--- config.mk ---
export PLATFORM = sky130hd
export DESIGN_NAME = midi_uart_tx
export DESIGN_NICKNAME = d
export VERILOG_FILES = /design/src/rtl/midi_uart_tx.sv
export SDC_FILE = /design/constraint.sdc
export NUM_CORES = 1
export LEC_CHECK = 0
export CAP_MARGIN = 25
export CORE_AREA = 4 4 69 71
export CTS_BUF_LIST = sky130_fd_sc_hd__clkbuf_4 sky130_fd_sc_hd__clkbuf_8 sky130_fd_sc_hd__clkbuf_16
export DETAILED_ROUTE_END_ITERATION = 8
export DIE_AREA = 0 0 73 75
export PLACE_DENSITY = 0.61
export SETUP_SLACK_MARGIN = 0.5
export SLEW_MARGIN = 40
export SYNTH_ARGS = -nofsm -noshare
export SYNTH_HDL_FRONTEND = slang
export SYNTH_SLANG_ARGS = --single-unit
--- constraint.sdc ---
create_clock -name clk -period 2.2 [get_ports clk]
set_clock_uncertainty 0.15 [all_clocks]
set_input_delay 0.22 -clock clk [delete_from_list [all_inputs] [get_ports clk]]
set_output_delay 0.22 -clock clk [all_outputs]
set_load 0.02 [all_outputs]
--- src/rtl/midi_uart_tx.sv ---
// MIDI serial transmitter: pops bytes from a standard (non-FWFT) FIFO and sends 8N1 frames.
// Optionally inserts Active Sensing (0xFE) after a configurable idle time.
module midi_uart_tx #(
    parameter int CLK_FREQ     = 100000000,
    parameter int BAUD         = 31250,
    parameter int SENSE_EN     = 0,
    parameter int SENSE_CYCLES = 30000000
) (
    input  logic       clk,
    input  logic       rst,
    input  logic       fifo_empty,
    input  logic [7:0] fifo_dout,
    output logic       fifo_rd_en,
    output logic       tx,
    output logic       busy
);

    localparam int DIV = CLK_FREQ / BAUD;
    localparam int CW  = (DIV > 1) ? $clog2(DIV) : 1;
    localparam int SW  = (SENSE_CYCLES > 1) ? $clog2(SENSE_CYCLES) : 1;

    if (DIV < 2) begin : g_div_check
        $fatal(1, "midi_uart_tx: CLK_FREQ/BAUD must be at least 2");
    end

    typedef enum logic [2:0] {
        IDLE  = 3'd0,
        FETCH = 3'd1,
        START = 3'd2,
        DATA  = 3'd3,
        STOP  = 3'd4
    } state_t;

    state_t          state;
    logic [CW-1:0]   baud_cnt;
    logic [2:0]      bit_idx;
    logic [7:0]      shreg;
    logic            sense_hit;
    logic            baud_end;

    assign baud_end = (baud_cnt == CW'(DIV - 1));

    // The pop strobe must land in the same cycle as the IDLE decision, so it is
    // decoded from the registered state rather than registered itself.
    assign fifo_rd_en = rst && (state == IDLE) && !fifo_empty;
    assign busy       = (state != IDLE) || fifo_rd_en;

    if (SENSE_EN != 0) begin : g_sense
        logic [SW-1:0] idle_cnt;

        assign sense_hit = (state == IDLE) && fifo_empty && (idle_cnt == SW'(SENSE_CYCLES - 1));

        always_ff @(posedge clk or negedge rst) begin
            if (!rst) begin
                idle_cnt <= '0;
            end else if ((state == IDLE) && fifo_empty && !sense_hit) begin
                idle_cnt <= idle_cnt + SW'(1);
            end else begin
                idle_cnt <= '0;
            end
        end
    end else begin : g_no_sense
        assign sense_hit = 1'b0;
    end

    always_ff @(posedge clk or negedge rst) begin
        if (!rst) begin
            state    <= IDLE;
            tx       <= 1'b1;
            baud_cnt <= '0;
            bit_idx  <= '0;
            shreg    <= '0;
        end else begin
            case (state)
                IDLE: begin
                    tx       <= 1'b1;
                    baud_cnt <= '0;
                    bit_idx  <= '0;
                    // A waiting FIFO byte always beats the sense timeout.
                    if (!fifo_empty) begin
                        state <= FETCH;
                    end else if (sense_hit) begin
                        shreg <= 8'hFE;
                        tx    <= 1'b0;
                        state <= START;
                    end
                end
                FETCH: begin
                    shreg    <= fifo_dout;
                    tx       <= 1'b0;
                    baud_cnt <= '0;
                    state    <= START;
                end
                START: begin
                    if (baud_end) begin
                        baud_cnt <= '0;
                        bit_idx  <= '0;
                        tx       <= shreg[0];
                        state    <= DATA;
                    end else begin
                        baud_cnt <= baud_cnt + CW'(1);
                    end
                end
                DATA: begin
                    if (baud_end) begin
                        baud_cnt <= '0;
                        if (bit_idx == 3'd7) begin
                            tx    <= 1'b1;
                            state <= STOP;
                        end else begin
                            bit_idx <= bit_idx + 3'd1;
                            shreg   <= {1'b0, shreg[7:1]};
                            tx      <= shreg[1];
                        end
                    end else begin
                        baud_cnt <= baud_cnt + CW'(1);
                    end
                end
                STOP: begin
                    tx <= 1'b1;
                    if (baud_end) begin
                        baud_cnt <= '0;
                        state    <= IDLE;
                    end else begin
                        baud_cnt <= baud_cnt + CW'(1);
                    end
                end
                default: begin
                    tx       <= 1'b1;
                    baud_cnt <= '0;
                    state    <= IDLE;
                end
            endcase
        end
    end

endmodule

## After elaboration in Yosys (flattened, before gate mapping)

Index checks and enable logic that the tools add are counted.

- Add/sub/neg operators: 2
- Equality and inequality tests: 12
- Muxes and demuxes: 18
- Reduce and logical (&&, ||, !) cells: 13

Operator list:

| kind | count |
|---|---|
| $mux W12 | 2 |
| $mux W3 | 7 |
| $mux W8 | 2 |
| $pmux W8 S2 | 1 |
| $pmux W3 S5 | 1 |
| $add A12 B1 Y12 const B | 1 |
| $eq A12 B12 Y1 const B | 1 |
| $ne A2 B2 Y1 const B | 6 |
| $pmux W3 S3 | 1 |
| $eq A3 B2 Y1 const B | 2 |
| $eq A3 B3 Y1 const B | 2 |
| $reduce_bool A3 Y1 | 2 |
| $reduce_and A5 Y1 | 1 |
| $reduce_and A4 Y1 | 1 |
| $add A3 B1 Y3 const B | 1 |
| $eq A3 B1 Y1 const B | 1 |
| $logic_not A3 Y1 | 1 |
| $mux W1 | 3 |
| $pmux W1 S3 | 1 |
| $reduce_and A3 Y1 | 1 |
| $reduce_or A3 Y1 | 1 |
| $logic_and A1 B1 Y1 | 2 |
| $reduce_and A2 Y1 | 1 |
| $reduce_bool A2 Y1 | 1 |
| 2 further kinds | 2 |

- Bits in registers: 27
- Bits of input ports: 11

## Depth between registers and ports, before layout

- Word-level depth: 4
- Gate-level depth with buffers: 7

## Worst setup path before layout

Ideal clock, no wire load.

- Path kind: reg-to-reg
- Start: register baud_cnt[0]
- End: register shreg[1]
- Arrival: 1917 ps
- Data required time: 1983 ps
- Setup slack: 66 ps
- Cell stages (with the launch flop): 7
- Path buffers: 1
- Clock period less this slack: 2134 ps
- Cell sequence: dfrtp_1 > ha_1 > nand4_2 > or4_1 > buf_6 > o31ai_4 > o221a_1

- Word-level cells in the longest chain between the ends: 3

RTL lines:

| element | line | RTL |
|---|---|---|
| start: declaration | 35 | `logic [CW-1:0] baud_cnt;` |
| start signal: assignment | 101 | `baud_cnt <= baud_cnt + CW'(1);` |
| start signal: assignment | 116 | `baud_cnt <= baud_cnt + CW'(1);` |
| start signal: assignment | 125 | `baud_cnt <= baud_cnt + CW'(1);` |
| $eq A12 B12 Y1 | 41 | `assign baud_end = (baud_cnt == CW'(DIV - 1));` |
| $ne A2 B2 Y1 (no line) | n/a |  |
| $reduce_and A3 Y1 (no line) | n/a |  |
| end signal: assignment | 89 | `shreg <= fifo_dout;` |
| end signal: assignment | 112 | `shreg <= {1'b0, shreg[7:1]};` |
| end: declaration | 37 | `logic [7:0] shreg;` |

No other way between the ends.
A chain may end at the register's enable or synchronous reset.

## Final worst setup path

- Start: register baud_cnt[8]
- End: register shreg[6]

The elaborated chain is that of the path after synthesis.

==> metrics <==
vias=~1.1k; drt wl/cell=around 14 um; H-tree levels=1; status=finished clean; minimum clock period after layout=just over 2 ns; CP arrival=approximately 2.1 ns; Post-synth EDFFs=0; Critical Path RT=2.26 ns; DP HPWL=2100 um; slew margin rel.=0.718; worst slew pin tran=0.423 ns; layout cells sized above 1=0.290; die height=approximately 75 um; DR pass1 iterations=4; Slew Viols, Final=0; Placer Congestion=a little under 0.8; Die X=between 70 and 80 um; Initial DRC Count=46; largest net degree at the start of global routing=28; Port Buffers=13; Fin. Hold Viols=0; pwr/cell area=720 nW/um2; Mapped Area=~1400 um2; Synth Area in Adders=0.0274; overall power=around 0.0013 W; drc violations=0; Post-Synth XOR/XNOR Area=0.0640; mux cell area share after synthesis=0.0165; crit start category=flip-flop; crit share post-route=0.939; Fmax=slightly below 0.5 GHz; Ys Warns=0; simple-gate share of the synthesized area=0.210; Layout area overhead=34.3%; CTS root buf=clkbuf_8; initial core utilization=0.323; max_cap viols=0; sequential share of power=0.525; Rows=24; crit path kind=flip-flop to flip-flop; clock group share of total power=0.218; CTS Buffer Depth=2; global-route wire length before repair=about 5400 um; final wirelength=3120 um; GRT Util Overall=0.127; vias in the first global route=1145; P_int=0.000931 W; VDD IR max=around 0.00049 V; post-synthesis register bit count=27; worst-skew pair later-pin latency=0.27 ns; Synth Area in Compound Gates=0.145; largest fanout on the critical path=6; most common cell after layout, fill and taps aside=dfrtp_1; P_sw=0.000391 W; TNS Setup=0 ns; RSZ-0062 raised after global routing=yes; dpl cell area=about 1600 um2; total core area=4230 um2; Crit. End Element=flip-flop; core occupancy in the finished layout=0.434; Synth async-reset ratio=1.00; Synth Flop Type=dfrtp_1; n_diodes=0; overflow left after global routing=0; Final ANT Viol Nets=0; Finished Cell Area=1840 um2; most frequent cells in the layout=dfrtp_1 (24), buf_4 (22), nor2_1 (16), xnor2_1 (9), clkdlybuf4s50_1 (9); die area=between 5000 and 6000 um2; combinational family with the most area after synthesis=simple AND/OR/NAND/NOR gates; DR vias/cell=approximately 5.1; I/O pin count=14; Sink Count=27; combinational cell fraction of total power=0.256; syn_area_per_cell=between 10 and 15 um2; post-synth cell types=36; CTS tree=done; number of setup violations in the final report=0; syn_nets=approximately 150; CTS buffer count=3; Sw Ratio=0.296; nets=between 150 and 200; antenna violations before repair=0; HP Class=flip-flop to flip-flop; post-synthesis sequential area ratio=0.495; cell leakage power=between 0.7 and 0.8 nW; Cells after Synth=132; clock transition at the registers of the reported paths=about 0.09 ns
-- timing repair --
item,in CTS,in global routing
buffers inserted,8,5
setup endpoints to repair,30,29
hold buffers,0,1
hold endpoints to repair,0,26
gates resized for setup,16,9
pin swaps,1,5
cloned,1,0
-- cell families (layout without fill, tap and decap cells) --
group / count (synthesis) / in the layout
simple gates: 55 / 55
flops: 27 / 27
compound gates: 22 / 22
buf+inv: 13 / 50
xor+xnor: 10 / 10
fa+ha+maj: 3 / 3
mux: 2 / 2
-- worst paths after layout --
kind | startpoint | endpoint | slack, ns | cells after the start
worst max-delay path | baud_cnt[8] | shreg[6] | 0.14 | 5
worst min-delay path | shreg[0] | shreg[0] | 0.36 | 1
worst max register to register | baud_cnt[8] | shreg[6] | 0.14 | 5
worst min register to register | shreg[0] | shreg[0] | 0.36 | 1
max in group asynchronous | rst | tx | 1.14 | 3
min in group asynchronous | rst | baud_cnt[6] | 0.45 | 3
-- critical path, cell delays in order, from the launching register on --
cell and delay (ns):
dfrtp_1 0.39, or3_4 0.39, or4_4 0.48, o31ai_4 0.28, buf_6 0.15, o221a_1 0.17
-- cell usage after synthesis, drive strengths merged (2+ instances only) --
library cell,number,area (um2)
dfrtp,26,651
nor2,17,63.8
xnor2,9,78.8
inv,7,26.3
or3,7,43.8
nand2,6,22.5
o221a,6,67.6
nor3,5,25.0
clkbuf,4,15.0
nand2b,4,25.0
nor4,4,25.0
a21oi,3,15.0
ha,3,37.5
nand3,3,15.0
nand4,3,25.0
o21ai,3,15.0
a211oi,2,15.0
a22o,2,17.5
and3,2,13.8
buf,2,16.3
mux2,2,22.5
-- registers in the layout, indices dropped and copies added (netlist names) --
signal,cells
baud_cnt,12
state,3
shreg,8
tx,1
bit_idx,3
-- power groups by stage --
stage / clock, W / combinational [W] / sequential [W]
final: 0.000288 / 0.000339 / 0.000695
after global routing: 0.000326 / 0.000384 / 0.000712
after CTS: 0.000302 / 0.000314 / 0.000695
after detailed placement: 0 / 0.000285 / 0.000709
after global placement: 0 / 0.000282 / 0.000703
after floorplan: 0 / 0.000188 / 0.000697
-- through the flow --
stage | instances | setup slack, ns | hold slack [ns]
2_1_floorplan | 132 | 0.151 | -0.226
3_3_place_gp | 202 | 0.0529 | 0.336
3_5_place_dp | 202 | 0.00587 | 0.353
4_1_cts | 215 | 0.146 | 0.311
5_1_grt | 221 | 0.0822 | 0.385
6_report | 221 | 0.135 | 0.364
-- metal layers --
| metal | vias to the layer above | track usage | part of all wire |
|---|---|---|---|
| met2 | 20 | 0.222 | 0.50 |
| met4 | 0 | 0.0430 | 0.011 |
| met1 | 549 | 0.158 | 0.46 |
| li1 | 547 | - | - |
| met3 | 4 | 0.0200 | 0.028 |
| met5 | - | 0 | 0 |
-- area by class of cell --
cell class,count,area [um2]
Fill cell,409,2400
Multi-Input combinational cell,92,687
Sequential cell,27,679
Timing Repair Buffer,39,330
Tap cell,52,65.1
Clock buffer,4,48.8
Inverter,7,26.3
Note: power is estimated with default switching activity, not from simulation.
